==> config.mk <==
export PLATFORM = sky130hd
export DESIGN_NAME = roulette_bet_engine
export DESIGN_NICKNAME = d
export VERILOG_FILES = /design/src/rtl/roulette_pkg.sv /design/src/rtl/roulette_outcome.sv /design/src/rtl/roulette_bet_engine.sv
export SDC_FILE = /design/constraint.sdc
export NUM_CORES = 1
export LEC_CHECK = 0
export CORE_MARGIN = 10
export CORE_UTILIZATION = 30
export CTS_CLUSTER_DIAMETER = 120
export DETAILED_ROUTE_END_ITERATION = 16
export PLACE_DENSITY = 0.46
export SYNTH_ARGS = -nofsm -noshare
export SYNTH_HDL_FRONTEND = slang
export SYNTH_HIERARCHICAL = 1
export SYNTH_SLANG_ARGS = --single-unit
export TNS_END_PERCENT = 20
==> constraint.sdc <==
create_clock -name clk -period 6 [get_ports clk]
set_clock_uncertainty 0.15 [all_clocks]
set_input_delay 0.9 -clock clk [delete_from_list [all_inputs] [get_ports clk]]
set_output_delay 0.9 -clock clk [all_outputs]
set_load 0.005 [all_outputs]
==> src/rtl/roulette_pkg.sv <==
// Shared encodings for the roulette bet engine: FSM states, bet modes and
// game-over codes.
package roulette_pkg;

  // FSM state encoding, also driven out on the debug LEDs
  typedef enum logic [2:0] {
    READY = 3'd0,
    LATCH = 3'd1,
    EVAL  = 3'd2,
    WON   = 3'd3,
    LOST  = 3'd4
  } state_t;

  // Bet mode codes as presented on the mode switches
  typedef enum logic [1:0] {
    MODE_PARITY = 2'b00,
    MODE_HILO   = 2'b01,
    MODE_EXACT  = 2'b10,
    MODE_RSVD   = 2'b11
  } mode_t;

  // Game-over status codes
  typedef enum logic [1:0] {
    GO_PLAYING = 2'b00,
    GO_WON     = 2'b01,
    GO_LOST    = 2'b10
  } game_over_t;

endpackage

==> src/rtl/roulette_outcome.sv <==
// Combinational round outcome: decides win/loss for the latched bet and
// computes the saturated balance that results from it.
module roulette_outcome
  import roulette_pkg::*;
#(
  parameter int NUM_W      = 6,
  parameter int MAX_NUM    = 36,
  parameter int BAL_W      = 8,
  parameter int BET_W      = 4,
  parameter int EXACT_MULT = 35
) (
  input  logic [1:0]       i_mode,
  input  logic [NUM_W-1:0] i_guess,
  input  logic [NUM_W-1:0] i_num,
  input  logic [BET_W-1:0] i_eff_bet,
  input  logic [BAL_W-1:0] i_balance,
  output logic             o_win,
  output logic [BAL_W-1:0] o_next_balance
);

  // Wide enough for balance plus the largest exact-number payout
  localparam int SUM_W = BAL_W + BET_W + 6;
  localparam logic [NUM_W-1:0] HALF    = NUM_W'(MAX_NUM / 2);
  localparam logic [SUM_W-1:0] BAL_MAX = {{(SUM_W - BAL_W){1'b0}}, {BAL_W{1'b1}}};

  logic             w_is_zero;
  logic             w_is_even;
  logic             w_is_high;
  logic             w_is_low;
  logic [SUM_W-1:0] w_bet_ext;
  logic [SUM_W-1:0] w_bal_ext;
  logic [SUM_W-1:0] w_gain;
  logic [SUM_W-1:0] w_sum;

  // Zero is neither even, high nor low, so it loses every even-money bet
  assign w_is_zero = (i_num == '0);
  assign w_is_even = ~i_num[0] & ~w_is_zero;
  assign w_is_high = (i_num > HALF);
  assign w_is_low  = ~w_is_zero & ~w_is_high;

  assign w_bet_ext = SUM_W'(i_eff_bet);
  assign w_bal_ext = SUM_W'(i_balance);
  assign w_gain    = (i_mode == MODE_EXACT) ? (w_bet_ext * SUM_W'(EXACT_MULT)) : w_bet_ext;

  // Decide whether the bet wins against the captured wheel number
  always_comb begin
    o_win = 1'b0;
    case (i_mode)
      MODE_PARITY: o_win = i_guess[0] ? w_is_even : i_num[0];
      MODE_HILO:   o_win = i_guess[0] ? w_is_high : w_is_low;
      MODE_EXACT:  o_win = (i_guess == i_num);
      default:     o_win = 1'b0;
    endcase
  end

  // Apply payout or stake loss; a loss never underflows because the stake
  // was clipped to the balance when it was latched
  always_comb begin
    w_sum = o_win ? (w_bal_ext + w_gain) : (w_bal_ext - w_bet_ext);
    o_next_balance = (w_sum > BAL_MAX) ? {BAL_W{1'b1}} : w_sum[BAL_W-1:0];
  end

endmodule

==> src/rtl/roulette_bet_engine.sv <==
// Roulette round controller: spin edge detection, bet latching, wheel number
// capture with resampling of out-of-range values, balance bookkeeping and
// won/lost terminal states.
module roulette_bet_engine
  import roulette_pkg::*;
#(
  parameter int NUM_W      = 6,
  parameter int MAX_NUM    = 36,
  parameter int BAL_W      = 8,
  parameter int BET_W      = 4,
  parameter int START_BAL  = 10,
  parameter int WIN_BAL    = 20,
  parameter int EXACT_MULT = 35
) (
  input  logic             clk,
  input  logic             reset_n,
  input  logic             spin,
  input  logic             new_game,
  input  logic [1:0]       mode,
  input  logic [NUM_W-1:0] guess,
  input  logic [BET_W-1:0] bet,
  input  logic [NUM_W-1:0] randnum,
  output logic [BAL_W-1:0] balance,
  output logic [2:0]       fsm_state,
  output logic             busy,
  output logic             round_done,
  output logic             win_led,
  output logic             lose_led,
  output logic             reject,
  output logic [1:0]       game_over
);

  // A starting balance that already wins makes the game meaningless
  if (START_BAL >= WIN_BAL) begin : g_bad_start_bal
    $error("roulette_bet_engine: START_BAL must be below WIN_BAL");
  end
  if (MAX_NUM >= (1 << NUM_W)) begin : g_bad_max_num
    $error("roulette_bet_engine: MAX_NUM does not fit in NUM_W bits");
  end
  if (EXACT_MULT >= 64) begin : g_bad_mult
    $error("roulette_bet_engine: EXACT_MULT exceeds the payout headroom");
  end

  localparam int CMP_W = (BAL_W > BET_W) ? BAL_W : BET_W;
  localparam logic [BAL_W-1:0] START_VAL = BAL_W'(START_BAL);
  localparam logic [BAL_W-1:0] WIN_VAL   = BAL_W'(WIN_BAL);
  localparam logic [NUM_W-1:0] MAX_VAL   = NUM_W'(MAX_NUM);

  state_t           r_state;
  state_t           w_state_next;
  logic             r_spin_d;
  logic [1:0]       r_mode;
  logic [1:0]       w_mode_next;
  logic [NUM_W-1:0] r_guess;
  logic [NUM_W-1:0] w_guess_next;
  logic [NUM_W-1:0] r_num;
  logic [NUM_W-1:0] w_num_next;
  logic [BET_W-1:0] r_eff_bet;
  logic [BET_W-1:0] w_eff_bet_next;
  logic [BAL_W-1:0] r_balance;
  logic [BAL_W-1:0] w_balance_next;
  logic             r_win_led;
  logic             w_win_led_next;
  logic             r_lose_led;
  logic             w_lose_led_next;
  logic             r_round_done;
  logic             w_round_done_next;
  logic             r_reject;
  logic             w_reject_next;
  logic [1:0]       r_game_over;
  logic [1:0]       w_game_over_next;

  logic             w_spin_edge;
  logic             w_num_ok;
  logic [CMP_W-1:0] w_bal_cmp;
  logic [CMP_W-1:0] w_bet_cmp;
  logic [BET_W-1:0] w_eff_bet;
  logic             w_win;
  logic [BAL_W-1:0] w_outcome_bal;

  assign w_spin_edge = spin & ~r_spin_d;
  assign w_num_ok    = (randnum <= MAX_VAL);

  // Stake is clipped to what the player still holds
  assign w_bal_cmp = CMP_W'(r_balance);
  assign w_bet_cmp = CMP_W'(bet);
  assign w_eff_bet = (w_bal_cmp < w_bet_cmp) ? BET_W'(r_balance) : bet;

  roulette_outcome #(
    .NUM_W      (NUM_W),
    .MAX_NUM    (MAX_NUM),
    .BAL_W      (BAL_W),
    .BET_W      (BET_W),
    .EXACT_MULT (EXACT_MULT)
  ) u_outcome (
    .i_mode         (r_mode),
    .i_guess        (r_guess),
    .i_num          (r_num),
    .i_eff_bet      (r_eff_bet),
    .i_balance      (r_balance),
    .o_win          (w_win),
    .o_next_balance (w_outcome_bal)
  );

  // Next-state and datapath update for every FSM state
  always_comb begin
    w_state_next      = r_state;
    w_mode_next       = r_mode;
    w_guess_next      = r_guess;
    w_num_next        = r_num;
    w_eff_bet_next    = r_eff_bet;
    w_balance_next    = r_balance;
    w_win_led_next    = r_win_led;
    w_lose_led_next   = r_lose_led;
    w_round_done_next = 1'b0;
    w_reject_next     = 1'b0;
    w_game_over_next  = r_game_over;
    case (r_state)
      READY: begin
        if (new_game) begin
          w_balance_next  = START_VAL;
          w_win_led_next  = 1'b0;
          w_lose_led_next = 1'b0;
        end else if (w_spin_edge) begin
          if ((mode == MODE_RSVD) || (bet == '0)) begin
            w_reject_next = 1'b1;
          end else begin
            w_mode_next    = mode;
            w_guess_next   = guess;
            w_eff_bet_next = w_eff_bet;
            w_state_next   = LATCH;
          end
        end
      end
      LATCH: begin
        if (w_num_ok) begin
          w_num_next   = randnum;
          w_state_next = EVAL;
        end
      end
      EVAL: begin
        w_balance_next    = w_outcome_bal;
        w_win_led_next    = w_win;
        w_lose_led_next   = ~w_win;
        w_round_done_next = 1'b1;
        if (w_outcome_bal >= WIN_VAL) begin
          w_state_next     = WON;
          w_game_over_next = GO_WON;
        end else if (w_outcome_bal == '0) begin
          w_state_next     = LOST;
          w_game_over_next = GO_LOST;
        end else begin
          w_state_next = READY;
        end
      end
      WON, LOST: begin
        if (new_game) begin
          w_state_next     = READY;
          w_balance_next   = START_VAL;
          w_win_led_next   = 1'b0;
          w_lose_led_next  = 1'b0;
          w_game_over_next = GO_PLAYING;
        end
      end
      default: begin
        w_state_next = READY;
      end
    endcase
  end

  // State and datapath registers with synchronous active-low reset
  always_ff @(posedge clk) begin
    if (!reset_n) begin
      r_state      <= READY;
      r_spin_d     <= 1'b0;
      r_mode       <= '0;
      r_guess      <= '0;
      r_num        <= '0;
      r_eff_bet    <= '0;
      r_balance    <= START_VAL;
      r_win_led    <= 1'b0;
      r_lose_led   <= 1'b0;
      r_round_done <= 1'b0;
      r_reject     <= 1'b0;
      r_game_over  <= GO_PLAYING;
    end else begin
      r_state      <= w_state_next;
      r_spin_d     <= spin;
      r_mode       <= w_mode_next;
      r_guess      <= w_guess_next;
      r_num        <= w_num_next;
      r_eff_bet    <= w_eff_bet_next;
      r_balance    <= w_balance_next;
      r_win_led    <= w_win_led_next;
      r_lose_led   <= w_lose_led_next;
      r_round_done <= w_round_done_next;
      r_reject     <= w_reject_next;
      r_game_over  <= w_game_over_next;
    end
  end

  assign balance    = r_balance;
  assign fsm_state  = r_state;
  assign busy       = (r_state == LATCH) || (r_state == EVAL);
  assign round_done = r_round_done;
  assign win_led    = r_win_led;
  assign lose_led   = r_lose_led;
  assign reject     = r_reject;
  assign game_over  = r_game_over;

endmodule

# Yosys cells after proc, flatten, opt, wreduce, memory -nomap -nowiden

Cells that the tools add are included.

Eq/ne operators: 15
$add $sub $neg: 2
Multiplexer cells: 26
Bitwise logic cells: 13
Multipliers: 1
Reductions and logical operators: 17
Magnitude comparators: 5

Operators with widths:

| operator                                                       | count |
|---|---|
| two-way mux 18 bit                                             | 2 |
| two-way mux 3 bit                                              | 7 |
| adder 8 x 18 -> 18 bit                                         | 1 |
| greater-than comparator 18 x 8 -> 1 bit, second input constant | 1 |
| two-way mux 8 bit                                              | 2 |
| one-hot mux 8 bit (2 select lines)                             | 1 |
| one-hot mux 3 bit (4 select lines)                             | 1 |
| multiplier 4 x 6 -> 10 bit, second input constant              | 1 |
| != test 2 bit, second input constant                           | 5 |
| inverter 1 bit                                                 | 10 |
| subtractor 8 x 4 -> 9 bit                                      | 1 |
| >= comparator 8 x 5 -> 1 bit, second input constant            | 1 |
| zero test 8 bit                                                | 1 |
| less-than comparator 8 x 4 -> 1 bit                            | 1 |
| == test 3 x 2 -> 1 bit, second input constant                  | 2 |
| == test 6 bit                                                  | 1 |
| greater-than comparator 6 x 5 -> 1 bit, second input constant  | 1 |
| less-or-equal comparator 6 bit, second input constant          | 1 |
| zero test 6 bit                                                | 1 |
| two-way mux 2 bit                                              | 3 |
| two-way mux 1 bit                                              | 5 |
| AND reduction 5 bit                                            | 1 |
| == test 2 bit, second input constant                           | 2 |
| zero test 4 bit                                                | 1 |
| 20 further kinds                                               | 26 |

Register bits after elaboration: 36
Output and inout port bits: 18

# Logic depth before layout (Yosys ltp)

Depth after elaboration: 12
Gate-level depth with buffers: 22
Depth with buffers taken out: 22

# Cells and area by module

Netlist, hierarchy kept.

By module, submodules not included:

| module              | instances | area an instance (µm²) | cells an instance | sequential area each (µm²) |
|---|---|---|---|---|
| roulette_bet_engine | 1         | 1,579.0                | 166               | 720.7 |
| roulette_outcome    | 1         | 1,131.1                | 143               | 0.0 |

# Least setup slack after synthesis

Ideal clock, no wire load.

Kind: flip-flop to flip-flop
From: reg r_eff_bet[2]
To: reg r_game_over[0] (netlist: game_over[0])
Required time: 5.731 ns
Path slack: 1.467 ns
Buffers on the path: 0
Arrival time: 4.265 ns
Library setup time: 0.119 ns
Stages on the path, launching flop included: 21
Period minus slack after synthesis: 4.533 ns
Path through: dfxtp_1 inv_1 ha_1 inv_1 ha_1 ha_1 a21o_1 a21oi_1 xnor2_1 nor2_1 ha_1 a211o_1 o211a_1 nor3_1 o221a_4 o221ai_1 or2_2 a21boi_0 nor2b_1 a22oi_1 o221a_2

Longest elaborated chain between the ends: 9

RTL lines:

| item                                                                                       | line                                                   | RTL |
|---|---|---|
| start, declared                                                                            | roulette_bet_engine.sv:58                              | `logic [BET_W-1:0] r_eff_bet;` |
| start signal, assigned                                                                     | roulette_bet_engine.sv:192                             | `r_eff_bet <= w_eff_bet_next;` |
| multiplier 4 x 6 -> 10 bit                                                                 | roulette_outcome.sv:43                                 | `assign w_gain = (i_mode == MODE_EXACT) ? (w_bet_ext * SUM_W'(EXACT_MULT)) : w_bet_ext;` |
| two-way mux 18 bit                                                                         | roulette_outcome.sv:43                                 |  |
| adder 8 x 18 -> 18 bit                                                                     | roulette_outcome.sv:59                                 | `w_sum = o_win ? (w_bal_ext + w_gain) : (w_bal_ext - w_bet_ext);` |
| two-way mux 18 bit (*)                                                                     | roulette_outcome.sv:59                                 |  |
| greater-than comparator 18 x 8 -> 1 bit                                                    | roulette_outcome.sv:60                                 | `o_next_balance = (w_sum > BAL_MAX) ? {BAL_W{1'b1}} : w_sum[BAL_W-1:0];` |
| two-way mux 8 bit (*)                                                                      | roulette_outcome.sv:60                                 |  |
| via w_outcome_bal[3]                                                                       | roulette_bet_engine.sv:79                              | `logic [BAL_W-1:0] w_outcome_bal;` |
| >= comparator 8 x 5 -> 1 bit / zero test 8 bit (equally long branches)                     | roulette_bet_engine.sv:146, roulette_bet_engine.sv:149 |  |
| != test 3 bit (no line) / two-way mux 2 bit (equally long branches)                        | -                                                      |  |
| AND reduction 3 bit (no line) / one-hot mux 2 bit (2 select lines) (equally long branches) | -                                                      |  |
| end signal, assigned                                                                       | roulette_bet_engine.sv:198                             | `r_game_over <= w_game_over_next;` |
| end, declared                                                                              | roulette_bet_engine.sv:70                              | `logic [1:0] r_game_over;` |

Mark *: on every way through the listed nets, which the timed path passes. The rest lies on a longest branch.
A chain may end at the register's enable or synchronous reset.

# Worst setup path after layout

Same ends and word-level chain as after synthesis.

==> impl_metrics.toml <==
[setup_path]
critPathLaunchType = "flip-flop"
worstRegToRegCells = 22
crit_arrival_ns = 5.10
crit_chain = "inv_1 -> ha_1 -> inv_1 -> ha_1 -> ha_1 -> a31oi_1 -> nor2b_1 -> o21ai_0 -> xnor2_1 -> nor2_1 -> ha_1 -> nand2_1 -> o21ai_0 -> nand2_1 -> nor3_1 -> o221a_4 -> o221ai_1 -> or2_2 -> a21boi_0 -> nor2b_1 -> a22oi_1 -> o221a_2"
crit_end = "game_over[0]$_SDFFE_PN0P_"
critPathRequiredTime_ns = 6.03
reg2reg_from = "r_eff_bet[2]$_SDFFE_PN0P_"
worstReg2RegEnd = "game_over[0]$_SDFFE_PN0P_"
criticalPathCategory = "reg2reg"
cp_slowest_stage_delay_ns = 0.42
rrSetupSlack_ns = 0.93
worstSetupStartpoint = "r_eff_bet[2]$_SDFFE_PN0P_"
slowest_stage = "dfxtp_1"
cp_max_fo = 8
crit_path_end_kind = "flip-flop"
path_common_cell = "ha_1"

[synthesis]
yosysSeqAreaShare_pct = 26.6
synthDistinctLibCells = 54
synth_fp_nets = 358
yosys-mux-area-fraction_pct = 9.00
ys_ff_latch = 36
synth_compound_area_share_pct = 23.1
netlist_instances = 309
synthArstFlopShare_pct = 0
synthesis.area_um2 = 2710
synth_top_family_by_area = "compound AO/OA/AOI/OAI gates"
synth-xor-area-share_pct = 6.79
yosys-top-cells-area = "dfxtp_1 (27%), ha_1 (12%), mux2i_1 (7.8%), nor2_1 (5.0%), xnor2_1 (4.5%)"
yosysTopAreaCell = "dfxtp_1"
synth_fa_ha_area_share_pct = 13.0
synth.top_cell.area_share_pct = 26.6
ys.flop_type = "dfxtp_1"
ys_warn_count = 6
synth_edf_count = 0
syn_area_per_cell_um2 = 8.77
yosys.area_share.simple_pct = 17.4

[cts]
cts_tree = "yes"
root_buffer = "clkbuf_8"
cts_sinks = 36
path_clk_slew_ns = 0.08
htreeDepth = 2
cts_buffers = 5
cts_hold_buf = 0
insertion_delay_ns = 0.29
cts_setup_buffers = 0
ctsResizeCount = 0
cts.path.max_buffers = 2

[final_layout]
antenna_cells = 0
final_net_count = 395
drive_above_1_share_pct = 6.34
instances_no_fill = 455
areaGrowthSynthToFinish_pct = 20.4

[sta]
max_freq_mhz = 197
min_period_over_period_pct = 84.5
relSlewSlack_pct = 48.8
period_needed_ns = 5.07
holdWs_ns = 0.319
worst_pin_slew_ns = 0.766
final-setup-viol-count = 0
hold_viol_final = 0
fin_setup_tns_ns = 0
rsz0062_at_grt = "false"
drv_slew = 0

[placement]
gp_congestion = 0.757
dp_hpwl_um = 5670
port_buffers = 39
dp_cells = 447

[route]
dr.pass1.iters = 4
antenna_left = 0
drc = 0
wl_um = 7110
drt_iter0_markers = 115
vias_per_cell = 5.16
wl_per_cell_um = 15.6
via_count = 2346

[power_and_ir_drop]
p_total_uw = 582
irDropWorstVdd_mv = 0.0942
powerDensity_nw_per_um2 = 178
cellLeakagePower_uw = 0.00128

[floorplan]
initial_core_util_pct = 30.9
die_w_um = 115
ios = 40
die_area_um2 = 13200
core-area_um2 = 8760
die_height_um = 115
num_rows = 34

[global_route]
grt_remaining_overflow = 0
antenna_found_initial = 0
grt_pass1_wl_um = 12100
grt_max_degree = 20
grtUsageTotal_pct = 11.1
grt_pass1_vias = 2461

[outcome]
status = "finished, final reports clean"

[worst_hold_path]
whs_path_depth = 2
min_path_type = "reg2reg"

[flow_run]
drv_cap = 0
## worst min-delay path by stage
stage                          startpoint                    end
global route        lose_led$_SDFFE_PN0P_  lose_led$_SDFFE_PN0P_
CTS                 lose_led$_SDFFE_PN0P_  lose_led$_SDFFE_PN0P_
global placement    lose_led$_SDFFE_PN0P_  lose_led$_SDFFE_PN0P_
detailed placement   win_led$_SDFFE_PN0P_   win_led$_SDFFE_PN0P_
floorplan           lose_led$_SDFFE_PN0P_  lose_led$_SDFFE_PN0P_
finish              lose_led$_SDFFE_PN0P_  lose_led$_SDFFE_PN0P_
## report_power, final
part           leakage [uW]  internal [uW]  switching [uW]
Clock             0.0000479           81.0            92.9
Sequential         0.000292            247            13.3
Combinational      0.000944           71.5            76.4
## worst max-delay path, delay by kind of cell, from the launching register on
family | cells | cell delay (ns)
and+or+nand+nor | 7 | 1.09
DFF | 1 | 0.42
AOI/OAI and AO/OA | 8 | 1.82
xor gates and xnor gates | 1 | 0.17
buffers and inverters | 2 | 0.16
adders and majority gates | 4 | 1.16
## cell usage after synthesis (6+ instances only)
cell and n:
nand2b_1 9, a22o_1 8, dfxtp_1 36, nor4_1 6
xor2_1 7, inv_1 11, xnor2_1 14, a21oi_1 14
o21ai_0 18, mux2i_1 21, nor2_1 36, ha_1 25
nor3_1 10, nand2_1 13
## cell type report
class	instances	area [um2]
inverters	12	45.0
clock buffers	5	68.8
well taps	108	135
repair buffers	40	398
flip-flops and latches	36	721
clock inverters	3	18.8
multi-input cells	251	1880
fillers	914	5500
## through the flow
| stage | worst slack [ns] | utilization, % | instance area [um2] |
|---|---|---|---|
| after global routing | 0.381 | 37.2 | 3260 |
| after detailed placement | 0.954 | 36.2 | 3180 |
| after floorplan | 1.47 | - | 2710 |
| final | 0.930 | 37.2 | 3260 |
| after CTS | 0.925 | 37.2 | 3260 |
| after global placement | 1.06 | 36.2 | 3180 |
## cells in the final DEF, fill, tap and decap left out, types with 3 or more instances in the layout
cell,count
a21o_1,3
inv_1,11
a22o_1,8
nor4_1,6
clkdlybuf4s50_1,39
clkbuf_8,5
nor2b_1,5
nor3_1,10
o221ai_1,5
mux2i_1,21
a211oi_1,5
or4_1,3
a211o_1,5
nand2_1,13
ha_1,25
a21oi_1,14
dfxtp_1,36
a31oi_1,3
nand2b_1,9
xor2_1,7
o211ai_1,3
o21ai_0,18
nand3b_1,3
mux2_2,3
nor2_1,36
xnor2_1,14
## routing by layer
metal	vias up	part of all wire [%]	wire length (um)	GRT usage (%)
li1	1215	-	-	-
met1	1086	48	3410	14.2
met2	39	47	3320	18.1
met3	6	4.3	308	2.97
met4	0	0.91	65	2.56
met5	-	0	0	0
## flip-flops by register name, summed over array words and instances (netlist names), 2 cells and up
| register | cells |
|---|---|
| r_eff_bet | 4 |
| game_over | 2 |
| r_mode | 2 |
| r_num | 6 |
| balance | 8 |
| fsm_state | 3 |
| r_guess | 6 |
## cell families (layout without fill, tap and decap cells)
family | Yosys count | count (layout)
AOI/OAI and AO/OA | 86 | 86
buffers and inverters | 22 | 60
DFF | 36 | 36
xor gates and xnor gates | 21 | 21
adders and majority gates | 27 | 27
and+or+nand+nor | 93 | 93
muxes | 24 | 24
Note: power is estimated with default switching activity, not from simulation.
